`src/rtl/formula_1_isqrt_sched.sv`:
```
// Time-multiplexed evaluation of isqrt(a) + isqrt(b) + isqrt(c) through one shared
// pipelined isqrt: issues a, b, c on consecutive cycles and sums the in-order results.
module formula_1_isqrt_sched (
    input  logic        clk,
    input  logic        rst,
    input  logic        arg_vld,
    output logic        arg_rdy,
    input  logic [31:0] a,
    input  logic [31:0] b,
    input  logic [31:0] c,
    output logic        sq_x_vld,
    output logic [31:0] sq_x,
    input  logic        sq_y_vld,
    input  logic [31:0] sq_y,
    output logic        res_vld,
    output logic [31:0] res
);

    localparam logic [1:0] IDLE    = 2'd0;
    localparam logic [1:0] ISSUE_A = 2'd1;
    localparam logic [1:0] ISSUE_B = 2'd2;
    localparam logic [1:0] ISSUE_C = 2'd3;

    logic [1:0]  state;
    logic [1:0]  state_nxt;
    logic        accept;
    logic [31:0] cap_b;
    logic [31:0] cap_c;
    logic [1:0]  cnt;
    logic [31:0] acc;

    // Ready depends on state only, so a new set can follow ISSUE_C with no bubble.
    assign arg_rdy  = (state == IDLE) || (state == ISSUE_C);
    assign accept   = arg_vld && arg_rdy;
    assign sq_x_vld = (state != IDLE);

    // NOTE: every combinational output gets a default first so no latch is inferred.
    always_comb begin
        state_nxt = state;
        case (state)
            IDLE:    if (accept) state_nxt = ISSUE_A;
            ISSUE_A: state_nxt = ISSUE_B;
            ISSUE_B: state_nxt = ISSUE_C;
            ISSUE_C: state_nxt = accept ? ISSUE_A : IDLE;
            default: state_nxt = IDLE;
        endcase
    end

    // NOTE: sequential state uses non-blocking assignments so all registers update together.
    always_ff @(posedge clk or posedge rst) begin
        if (rst) begin
            state <= IDLE;
        end else begin
            state <= state_nxt;
        end
    end

    // The sq_x register itself captures a on accept; b and c wait in capture registers.
    // Nothing here loads outside accept or an issue step, so sq_x holds still in IDLE.
    always_ff @(posedge clk or posedge rst) begin
        if (rst) begin
            cap_b <= '0;
            cap_c <= '0;
            sq_x  <= '0;
        end else begin
            if (accept) begin
                cap_b <= b;
                cap_c <= c;
                sq_x  <= a;
            end else if (state == ISSUE_A) begin
                sq_x  <= cap_b;
            end else if (state == ISSUE_B) begin
                sq_x  <= cap_c;
            end
        end
    end

    // Results return in issue order, so a modulo-3 count is enough to frame each set.
    always_ff @(posedge clk or posedge rst) begin
        if (rst) begin
            cnt     <= 2'd0;
            acc     <= '0;
            res     <= '0;
            res_vld <= 1'b0;
        end else begin
            res_vld <= 1'b0;
            if (sq_y_vld) begin
                case (cnt)
                    2'd0: begin
                        acc <= sq_y;
                        cnt <= 2'd1;
                    end
                    2'd1: begin
                        acc <= acc + sq_y;
                        cnt <= 2'd2;
                    end
                    default: begin
                        res     <= acc + sq_y;
                        res_vld <= 1'b1;
                        cnt     <= 2'd0;
                    end
                endcase
            end
        end
    end

endmodule

```
`config.mk`:
```
export PLATFORM = sky130hd
export DESIGN_NAME = formula_1_isqrt_sched
export DESIGN_NICKNAME = d
export VERILOG_FILES = /design/src/rtl/formula_1_isqrt_sched.sv
export SDC_FILE = /design/constraint.sdc
export NUM_CORES = 1
export LEC_CHECK = 0
export BUFFER_PORTS_ARGS = -buffer_cell sky130_fd_sc_hd__buf_2
export CORE_ASPECT_RATIO = 1.25
export CORE_MARGIN = 5
export CORE_UTILIZATION = 25
export CTS_BUF_LIST = sky130_fd_sc_hd__clkbuf_16
export CTS_CLUSTER_SIZE = 14
export DETAILED_ROUTE_END_ITERATION = 16
export SLEW_MARGIN = 30
export SYNTH_ARGS = -nofsm -noshare
export SYNTH_HDL_FRONTEND = slang
export SYNTH_SLANG_ARGS = --single-unit
```
`constraint.sdc`:
```
create_clock -name clk -period 5.5 [get_ports clk]
set_input_delay 0.275 -clock clk [delete_from_list [all_inputs] [get_ports clk]]
set_output_delay 0.275 -clock clk [all_outputs]
set_load 0.02 [all_outputs]
```
==> metrics.cfg, run 1 <==
[cells_and_area]
filler_cell_count=3532
final-seq-area_um2=4130
multi_input_comb_area_um2=4320
diodes=0
final_layout_size_suffix_gt1_share_pct=33.3
area_growth_pct=24.1
nNetsFinal=1174

[synthesis]
yosysTopAreaCellShare_pct=47.6
synth.cells.most_frequent=sky130_fd_sc_hd__dfrtp_1 (165), sky130_fd_sc_hd__nand2_1 (88), sky130_fd_sc_hd__mux2_2 (87)
synth-seq-area-share_pct=47.6
yosysMostFrequentCell=sky130_fd_sc_hd__dfrtp_1
synth.ff_latch_count=165
synthesis.area_per_instance_um2=10.5
syn_area_um2=8670
synth_ff_type=sky130_fd_sc_hd__dfrtp_1
synthTopCellsByArea=sky130_fd_sc_hd__dfrtp_1 (48%), sky130_fd_sc_hd__mux2_2 (11%), sky130_fd_sc_hd__mux2i_1 (6.7%), sky130_fd_sc_hd__ha_1 (5.2%), sky130_fd_sc_hd__o21ai_0 (4.6%)
netlist.top_cell.by_area=sky130_fd_sc_hd__dfrtp_1
ys_warn_count=0
syn_inst=826
postSynthNetCount=995
synth_cell_types=48
async_s_r_ff_share_synth_pct=100
edff_count_synth=0

[sta]
fmax_ghz=0.318
setup_viol=0
setup_skew_after_layout_ns=0.0117
fraction_of_the_cycle_the_final_worst_path_needs_pct=57.2
grt_setup_unrepaired=false
timing.final.max_slew_violations=0
slew-limit-headroom_pct=45.2
hold_violations=0
tns_ns=0
hold-worst-slack_ns=0.0380
final_period_minus_worst_setup_slack_ns=3.15
tightestPinTransition_ns=0.823

[setup_path]
critPathSlowestCell=sky130_fd_sc_hd__fa_1
critical_path.n_buffers_inverters=0
worst-endpoint-required_ns=5.83
setup.reg_to_reg.worst_slack_ns=2.35
startpoint=acc[0]
timing.critical_path.slowest_cell_delay_ns=0.43
cpLargestDelayFamily=compound AO/OA/AOI/OAI gates
crit_chain=ha_1 -> fa_1 -> a21o_1 -> a221oi_2 -> o211ai_2 -> o21ai_2 -> o31ai_4 -> a21oi_4 -> o21ai_1 -> mux2i_1 -> a211o_1
path_max_fanout=4
reg2reg_depth=11
critPathLaunchType=register
endpoint_kind=register
r2r_start=acc[0]
worstPathArrival_ns=3.48
regToRegEndpoint=acc[28]
setup_crit_path_kind=reg2reg

[min_path]
timing.hold.worst_endpoint=sq_x[12]
hold_path.class=in2reg
holdCritStartpoint=a[12]
min_delay_path_depth=3

[detailed_routing]
via_count=6672
drtPass1Iterations=6
drt-initial-drc-count=252
wire_per_inst_um=15.5
drc_errors=0
detail_route.vias_per_cell=4.49
final_antenna_net_count=0
post_detailed_routing_wire_length_um=23000

[floorplan]
num_rows=76
die_area_um2=38500
design.portCount=199
floorplan.initialDensity_pct=25.2
core_area_um2=34300
die_width_um=177
die_h_um=218

[global_routing]
vias_in_the_first_global_route=6850
busiest_layer=met2
antenna_found_initial=4
grtUsageTotal_pct=11.9
grt_first_pass_wirelength_um=36300
met2_usage_pct=19.7
overflow=0
grt_start_max_net_pins=67
grt.met3_usage_pct=3.65
use_met1_pct=14.9

[power_and_ir_drop]
leakagePower_uw=0.00495
sequentialPowerShare_pct=32.4
gate_power_share_pct=49.9
power_frac_clock_pct=17.6
irDropWorstVdd_v=0.000264
power.switching_fraction_pct=42.0
netSwitchingPower_uw=2830
pwr_density_nw_per_um2=626
cellInternalPower_uw=3900

[place]
place_hpwl_um=16700
io_buffer_count=198
place_congestion=0.843

[clocking]
clk_transition_reported_paths_ns=0.08
cts_tree=yes
insertion_delay_ns=0.44
cts_inserted_buffers=17
htree_num_levels=4
post_cts.resized_instances=0
cts_max_path_buffers=2
post-cts-setup-buffer-count=0
postCtsHoldBufs=3
clkSinkCount=165
cts-root-buf=sky130_fd_sc_hd__clkbuf_16

[run]
max_cap_viol_count=0

[run_status]
run_status=complete, no violations

==> metrics by stage <==
step	cell area, µm²	total power [µW]	setup slack (ns)	instances	utilization (%)
2_1_floorplan	8670	4700	0.763	826	-
5_1_grt	10800	7300	2.14	1486	31.3
3_5_place_dp	10100	5610	2.31	1451	29.5
6_report	10800	6730	2.35	1486	31.3
3_3_place_gp	10100	5520	2.37	1451	29.5
4_1_cts	10800	6840	2.32	1486	31.3
==> layout make-up <==
type                       count  share of cell area, %
multi-input combinational    600                   40.2
sequential                   165                   38.4
timing repair buffer         208                   9.98
tap                          468                   5.44
clock buffer                  17                   3.95
clock inverter                15                   1.54
inverter                      13                  0.500
==> worst min-delay path: stages <==
cell and delay, ns:
sky130_fd_sc_hd__buf_2 0.08, sky130_fd_sc_hd__nand2_1 0.04, sky130_fd_sc_hd__o21ai_0 0.06
==> routing by layer <==
metal | up-vias | share of wire [%]
met3 | 35 | 6.5
met5 | - | 0.15
li1 | 3282 | -
met1 | 3152 | 45
met4 | 6 | 1.7
met2 | 197 | 47
==> cell usage in the layout (no fill, tap or decap), drive strengths merged, types with 2 or more instances in the layout <==
cell type    synthesis  layout
clkbuf              38      17
o21ai               84      84
a21oi               70      70
dlygate4sd3          0       3
a31oi                2       2
a211o                3       3
and3                 6       6
nand4                7       7
a221oi               2       2
nor2                54      54
o21a                 4       4
dfrtp              165     165
ha                  36      36
nand2               88      88
nand3b               3       3
nor2b                5       5
xor2                 7       7
nor3b                7       7
clkinv               0       7
xnor2               23      23
or3                  3       3
o31ai                3       3
o21bai               6       6
mux2i               58      58
inv                 13      19
nand3                7       7
a21boi               3       3
o211ai               3       3
mux2                87      87
clkinvlp             0       2
a21o                18      18
buf                 10     205
==> how the worst max path moves through the flow <==
stage,to,cells past startpoint
2_1_floorplan,acc[0],1
6_report,acc[28],11
3_3_place_gp,acc[28],12
5_1_grt,acc[24],11
4_1_cts,acc[28],11
3_5_place_dp,acc[28],12
==> cells by family after synthesis <==
kind of cell             synth area share, %
AO/OA/AOI/OAI                           14.0
AND/OR/NAND/NOR                         9.26
flip-flops                              47.6
multiplexers                            18.0
buffers and inverters                   2.67
adder cells (fa/ha/maj)                 5.43
XOR/XNOR                                3.03
==> sequential cells by signal (all words and copies together), names as in the netlist <==
signal	count
acc	32
cap_b	32
cap_c	32
res	32
sq_x	32
cnt	2
state	2
res_vld	1
==> power groups by stage <==
stage                     registers (µW)  logic [µW]  clock network (µW)
final                               2180        3360                1190
after global routing                2280        3730                1290
after CTS                           2190        3410                1240
after detailed placement            2210        3400                   0
after global placement              2190        3330                   0
after floorplan                     2400        2300                   0
No activity file was read; power rests on OpenSTA's default activity.
==> run 2, diff against run 1 <==
Settings changed: ABC_AREA from default to 1.
Clock period 5.5 ns to 3.2 ns, I/O delays scaled along.
==> run 2 against run 1 <==
Highest routed layer unchanged; count of clock-buffer cells in the layout is the same; largest cell class unchanged; first-iteration DRC count increased by 85%; critical path depth grew 3; non-clock buffer count rose by 111; worst setup slack worse by 1.4 ns; critical endpoint unchanged; clock skew grew 0.0088 ns.
==> metrics.cfg, run 2 <==
[run]
max_cap_viol_count=0  ; unchanged

[clocking]
cts-root-buf=sky130_fd_sc_hd__clkbuf_16
cts_inserted_buffers=17  ; unchanged
cts_tree=yes
post-cts-setup-buffer-count=0  ; unchanged
clk_transition_reported_paths_ns=0.07  ; about the same
htree_num_levels=4  ; unchanged
insertion_delay_ns=0.46  ; +0.02 ns
post_cts.resized_instances=0  ; unchanged
clkSinkCount=165  ; unchanged
postCtsHoldBufs=105  ; +102
cts_max_path_buffers=2  ; unchanged

[setup_path]
setup.reg_to_reg.worst_slack_ns=0.96  ; -1.39 ns
worstPathArrival_ns=2.62  ; -0.86 ns
critPathLaunchType=primary input
r2r_start=acc[0]
regToRegEndpoint=acc[28]
worst-endpoint-required_ns=3.54  ; -2.29 ns
setup.worst_path.end=acc[28]
endpoint_kind=register
startpoint=sq_y[0]
path_max_fanout=4  ; unchanged
setup_crit_path_kind=in2reg
reg2reg_depth=12  ; +1

[global_routing]
grtUsageTotal_pct=15.1  ; +3.2 points
antenna_found_initial=3  ; -1
overflow=0  ; unchanged
grt_first_pass_wirelength_um=50800  ; +40%
grt_start_max_net_pins=83  ; +24%
vias_in_the_first_global_route=9794  ; +43%

[synthesis]
ys_warn_count=0  ; unchanged
syn_inst=1380  ; +67%
synth-seq-area-share_pct=43.1  ; -4.5 points
synthTopCellsByArea=sky130_fd_sc_hd__dfrtp_1 (43%), sky130_fd_sc_hd__nand2_1 (26%), sky130_fd_sc_hd__nand3_1 (5.4%), sky130_fd_sc_hd__inv_1 (5.1%), sky130_fd_sc_hd__ha_1 (4.7%)
edff_count_synth=0  ; unchanged
yosysTopAreaCellShare_pct=43.1  ; -4.5 points
syn_area_um2=9580  ; +11%
synth_ff_type=sky130_fd_sc_hd__dfrtp_1
synthesis.area_per_instance_um2=6.94  ; -34%
yosysMostFrequentCell=sky130_fd_sc_hd__nand2_1
postSynthNetCount=1549  ; +56%
netlist.top_cell.by_area=sky130_fd_sc_hd__dfrtp_1
synth_cell_types=29  ; -40%
async_s_r_ff_share_synth_pct=100  ; unchanged
synth.ff_latch_count=165  ; unchanged
synth.cells.most_frequent=sky130_fd_sc_hd__nand2_1 (671), sky130_fd_sc_hd__dfrtp_1 (165), sky130_fd_sc_hd__inv_1 (129)

[sta]
tightestPinTransition_ns=0.930  ; +0.107 ns
fraction_of_the_cycle_the_final_worst_path_needs_pct=70.9
grt_setup_unrepaired=false
slew-limit-headroom_pct=37.8  ; -7.4 points
fmax_ghz=0.440
final_period_minus_worst_setup_slack_ns=2.27
timing.final.max_slew_violations=0  ; unchanged
hold_violations=0  ; unchanged
tns_ns=0  ; unchanged
setup_skew_after_layout_ns=0.0206  ; +0.00883 ns
setup_viol=0  ; unchanged

[place]
io_buffer_count=198  ; unchanged
place_congestion=0.901  ; +6.9%
place_hpwl_um=22700  ; +36%

[cells_and_area]
final_layout_size_suffix_gt1_share_pct=15.8  ; -17 points
layout.cells.most_common_list=sky130_fd_sc_hd__nand2_1 (671), sky130_fd_sc_hd__buf_2 (198), sky130_fd_sc_hd__dfrtp_1 (165), sky130_fd_sc_hd__inv_1 (128), sky130_fd_sc_hd__dlygate4sd3_1 (105)
layout_commonest_cell=sky130_fd_sc_hd__nand2_1
filler_cell_count=4075  ; +15%
nNetsFinal=1833  ; +56%
area_growth_pct=33.1

[run_status]
run_status=complete, no violations

[floorplan]
floorplan.initialDensity_pct=25.2  ; -0.067 points
die_width_um=185  ; +4.8%
die_area_um2=42300  ; +10%
design.portCount=199  ; unchanged
core_area_um2=38000  ; +11%
die_h_um=229  ; +4.9%
num_rows=80  ; +5.3%

[detailed_routing]
wire_per_inst_um=14.5  ; -5.9%
via_count=9697  ; +45%
drtPass1Iterations=4  ; -2
drc_errors=0  ; unchanged
detail_route.vias_per_cell=4.47  ; -0.52%
drt-initial-drc-count=465  ; +85%
final_antenna_net_count=0  ; unchanged
post_detailed_routing_wire_length_um=31600  ; +37%

[min_path]
hold_path.class=in2reg

[power_and_ir_drop]
fin_total_pwr_uw=13100  ; +94%
irDropWorstVdd_v=0.000504  ; +91%
leakagePower_uw=0.00707  ; +43%
pwr_density_nw_per_um2=1030  ; +64%

[run 2: how the worst min path moves through the flow]
stage	from	depth (start not counted)	end	slack [ns]
2_1_floorplan	b[0]	2	cap_b[0]	0.28
6_report	sq_y[5]	3	acc[5]	0.04
5_1_grt	sq_y[14]	3	acc[14]	0.03
3_5_place_dp	rst	2	res[8]	0.12
3_3_place_gp	rst	2	res[8]	0.12
4_1_cts	sq_y[5]	3	acc[5]	0.007
[run 2: critical path, stage by stage]
cell and delay [ns]:
sky130_fd_sc_hd__dlygate4sd3_1 0.56, sky130_fd_sc_hd__buf_2 0.14, sky130_fd_sc_hd__ha_1 0.25, sky130_fd_sc_hd__fa_1 0.46, sky130_fd_sc_hd__nand3_1 0.11, sky130_fd_sc_hd__nand3_1 0.14, sky130_fd_sc_hd__nand3_1 0.11, sky130_fd_sc_hd__nand3b_1 0.21
sky130_fd_sc_hd__nand2_1 0.15, sky130_fd_sc_hd__nand2_1 0.06, sky130_fd_sc_hd__nand2_1 0.08, sky130_fd_sc_hd__nand3_1 0.07, sky130_fd_sc_hd__nand2_1 0.06, sky130_fd_sc_hd__nand2_1 0.05
[run 2: power breakdown]
part | leakage (µW) | switching, µW | internal [µW]
combinational | 0.00477 | 4880 | 2460
clock | 0.000273 | 945 | 1070
sequential | 0.00202 | 558 | 3150
[run 2: layout make-up]
type	count	area [µm²]	area share, %
diodes	3	7.51	0.0589
clock buffers	17	425	3.34
clock inverters	14	126	0.991
inverters	131	498	3.91
multi-input cells	1030	4750	37.2
flip-flops and latches	165	4130	32.4
well taps	492	616	4.83
repair buffers	319	2200	17.3
[run 2: kinds of logic after synthesis]
kind of cell | after synthesis | synth area share (%)
buffers and inverters | 185 | 7.42
xor gates and xnor gates | 16 | 1.62
adders and majority gates | 37 | 4.91
AOI/OAI and AO/OA | 98 | 6.30
DFF | 165 | 43.1
and+or+nand+nor | 879 | 36.6
[run 2: per-stage QoR]
step	hold slack, ns	util (%)	setup WS, ns	area (µm²)	std cells
after floorplan	0.277	-	0.941	9580	1380
after global placement	0.119	29.3	0.992	11100	2032
after detailed placement	0.122	29.3	0.931	11100	2032
after CTS	0.00682	33.5	0.921	12700	2168
after global routing	0.0330	33.5	0.791	12700	2170
final	0.0386	33.5	0.930	12700	2171
[run 2: per-layer routing]
metal / wire length (µm) / vias to the layer above / global-route usage [%] / part of all wire [%]
met3: 1820 / 75 / 3.96 / 5.7
met1: 13000 / 4487 / 17.6 / 41
met5: 13 / - / 0 / 0.041
met2: 15400 / 270 / 25.8 / 49
met4: 1320 / 2 / 6.70 / 4.2
li1: - / 4863 / - / -
==> run 3, diff against run 2 <==
Clock period 3.2 ns to 2.21 ns, I/O delays scaled along.
==> run 3 against run 2 <==
Sequential cell count unchanged; worst hold slack worse by 0.011 ns; count of clock-buffer cells in the layout did not move; sequential share of layout area decreased by 0.79 points; non-clock buffer count up 22; critical endpoint is now state[0]; largest cell class unchanged.
==> metrics.cfg, run 3 (synthesized netlist as in run 2, its figures left out) <==
[global_routing]
grtUsageTotal_pct=14.8  ; -0.27 points
vias_in_the_first_global_route=9513  ; -2.9%
grt_start_max_net_pins=66  ; -20%
antenna_found_initial=3  ; unchanged
overflow=0  ; unchanged
grt_first_pass_wirelength_um=50200  ; -1.2%

[min_path]
hold_path.class=in2reg
min_delay_path_depth=5  ; +2

[clocking]
insertion_delay_ns=0.45  ; about the same
htree_num_levels=4  ; unchanged
cts_tree=yes
clkSinkCount=165  ; unchanged
cts_max_path_buffers=2  ; unchanged
clk_transition_reported_paths_ns=0.07  ; about the same
post-cts-setup-buffer-count=0  ; unchanged
cts_inserted_buffers=17  ; unchanged
cts-root-buf=sky130_fd_sc_hd__clkbuf_16

[setup_path]
cpMostUsedCell=sky130_fd_sc_hd__nand2_1
endpoint_kind=register
path_max_fanout=65  ; +61
crit_chain=inv_1 -> ha_1 -> nor2_4 -> buf_4 -> nand2_1 -> nand2_1 -> nand2_1 -> nand2_1
timing.critical_path.slowest_cell_delay_ns=0.57  ; about the same
critPathSlowestCell=sky130_fd_sc_hd__buf_4
reg2reg_depth=8  ; -4
worstPathArrival_ns=2.39  ; -0.23 ns
critPathLaunchType=register
setup_crit_path_kind=reg2reg
worst-endpoint-required_ns=2.59  ; -0.95 ns

[floorplan]
die_width_um=185  ; unchanged
die_h_um=229  ; unchanged
core_area_um2=38000  ; unchanged
die_area_um2=42300  ; unchanged
num_rows=80  ; unchanged
floorplan.initialDensity_pct=25.2  ; unchanged
design.portCount=199  ; unchanged

[sta]
grt_setup_unrepaired=false
tightestPinTransition_ns=0.676  ; -0.253 ns
fmax_ghz=0.498
final_critical_path_setup_slack_ns=0.202  ; -0.728 ns
slew-limit-headroom_pct=54.9  ; +17 points
tns_ns=0  ; unchanged
final_period_minus_worst_setup_slack_ns=2.01
fraction_of_the_cycle_the_final_worst_path_needs_pct=90.9
setup_skew_after_layout_ns=0.00823  ; -0.0123 ns
hold_violations=0  ; unchanged
setup_viol=0  ; unchanged
timing.final.max_slew_violations=0  ; unchanged

[power_and_ir_drop]
irDropWorstVdd_v=0.000931  ; +85%
leakagePower_uw=0.00720  ; +1.9%
pwr_density_nw_per_um2=1470  ; +43%

[run_status]
run_status=complete, no violations

[cells_and_area]
layout_commonest_cell=sky130_fd_sc_hd__nand2_1
nNetsFinal=1855  ; +1.2%
layout.cells.most_common_list=sky130_fd_sc_hd__nand2_1 (671), sky130_fd_sc_hd__buf_2 (198), sky130_fd_sc_hd__dfrtp_1 (165), sky130_fd_sc_hd__inv_1 (128), sky130_fd_sc_hd__dlygate4sd3_1 (122)
area_growth_pct=36.5
final_layout_size_suffix_gt1_share_pct=16.2  ; +0.37 points
fin_area_um2=13100  ; +2.5%

[place]
place_congestion=0.929  ; +3.1%
place_hpwl_um=22600  ; -0.26%
io_buffer_count=198  ; unchanged
detailedPlace.worstSlack_ns=0.0483  ; -0.882 ns
dpl_cell_area_um2=11200  ; +0.79%

[detailed_routing]
final_antenna_net_count=0  ; unchanged
detail_route.vias_per_cell=4.39  ; -1.7%
via_count=9640  ; -0.59%
drc_errors=0  ; unchanged
post_detailed_routing_wire_length_um=31000  ; -1.9%
drt-initial-drc-count=430  ; -7.5%
drtPass1Iterations=6  ; +2
wire_per_inst_um=14.1  ; -3.0%

[run]
max_cap_viol_count=0  ; unchanged

==> run 3: cell count changes in the layout (fill, tap and decap cells not counted), sizes merged <==
cell,delta
buf,+5
inv,+3
dlygate4sd3,+17
clkinv,-3
diode,+1
clkinvlp,+1
==> run 3: timing repair <==
item | in CTS | in global routing
endpoints found under the setup margin | 0 | 13
gates resized for setup | 0 | 4
hold endpoints to repair | 137 | 0
hold buffers | 122 | 0
==> run 3: worst paths after layout <==
kind	from	end	slack (ns)
min in group asynchronous	rst	acc[17]	0.25
max reg2reg	state[0]	state[0]	0.20
min reg2reg	cap_c[23]	cap_c[23]	0.47
min	sq_y[24]	acc[24]	0.03
max in group asynchronous	rst	cap_b[17]	1.30
max	state[0]	state[0]	0.20
==> run 3: layout make-up <==
cell class | instances | area [µm²]
Tap cell | 492 | 616
Inverter | 131 | 498
Sequential cell | 165 | 4130
Antenna cell | 4 | 10.0
Timing Repair Buffer | 341 | 2460
Clock buffer | 17 | 425
Multi-Input combinational cell | 1030 | 4770
Clock inverter | 15 | 165
Fill cell | 3973 | 25000
==> run 3: per-stage QoR <==
stage / utilization (%) / hold WS (ns) / instances / power [µW]
after CTS: 34.3 / 0.00174 / 2191 / 19400
final: 34.4 / 0.0274 / 2195 / 19200
after floorplan: - / 0.227 / 1380 / 12800
after global placement: 29.5 / 0.177 / 2037 / 15900
after detailed placement: 29.5 / 0.187 / 2037 / 16100
after global routing: 34.3 / 0.0267 / 2194 / 21100
==> run 3: worst max-delay path, delay by kind of cell (launching register included) <==
family / cells / cell delay [ns]
fa+ha+maj: 1 / 0.37
flops: 1 / 0.41
simple gates: 5 / 0.49
buf+inv: 2 / 0.67
==> run 3: layer usage <==
| layer | global-route usage [%] | part of all wire, % | vias to the layer above |
|---|---|---|---|
| met5 | 0 | 0 | - |
| li1 | - | - | 4906 |
| met3 | 3.39 | 5.1 | 53 |
| met2 | 25.4 | 49 | 242 |
| met1 | 17.8 | 42 | 4439 |
| met4 | 5.92 | 3.2 | 0 |
==> run 3: where the power goes <==
part	leakage, µW	internal (µW)	switching [µW]
Combinational	0.00489	3710	7100
Clock	0.000285	1610	1430
Sequential	0.00202	4560	807
Total	0.00720	9880	9340
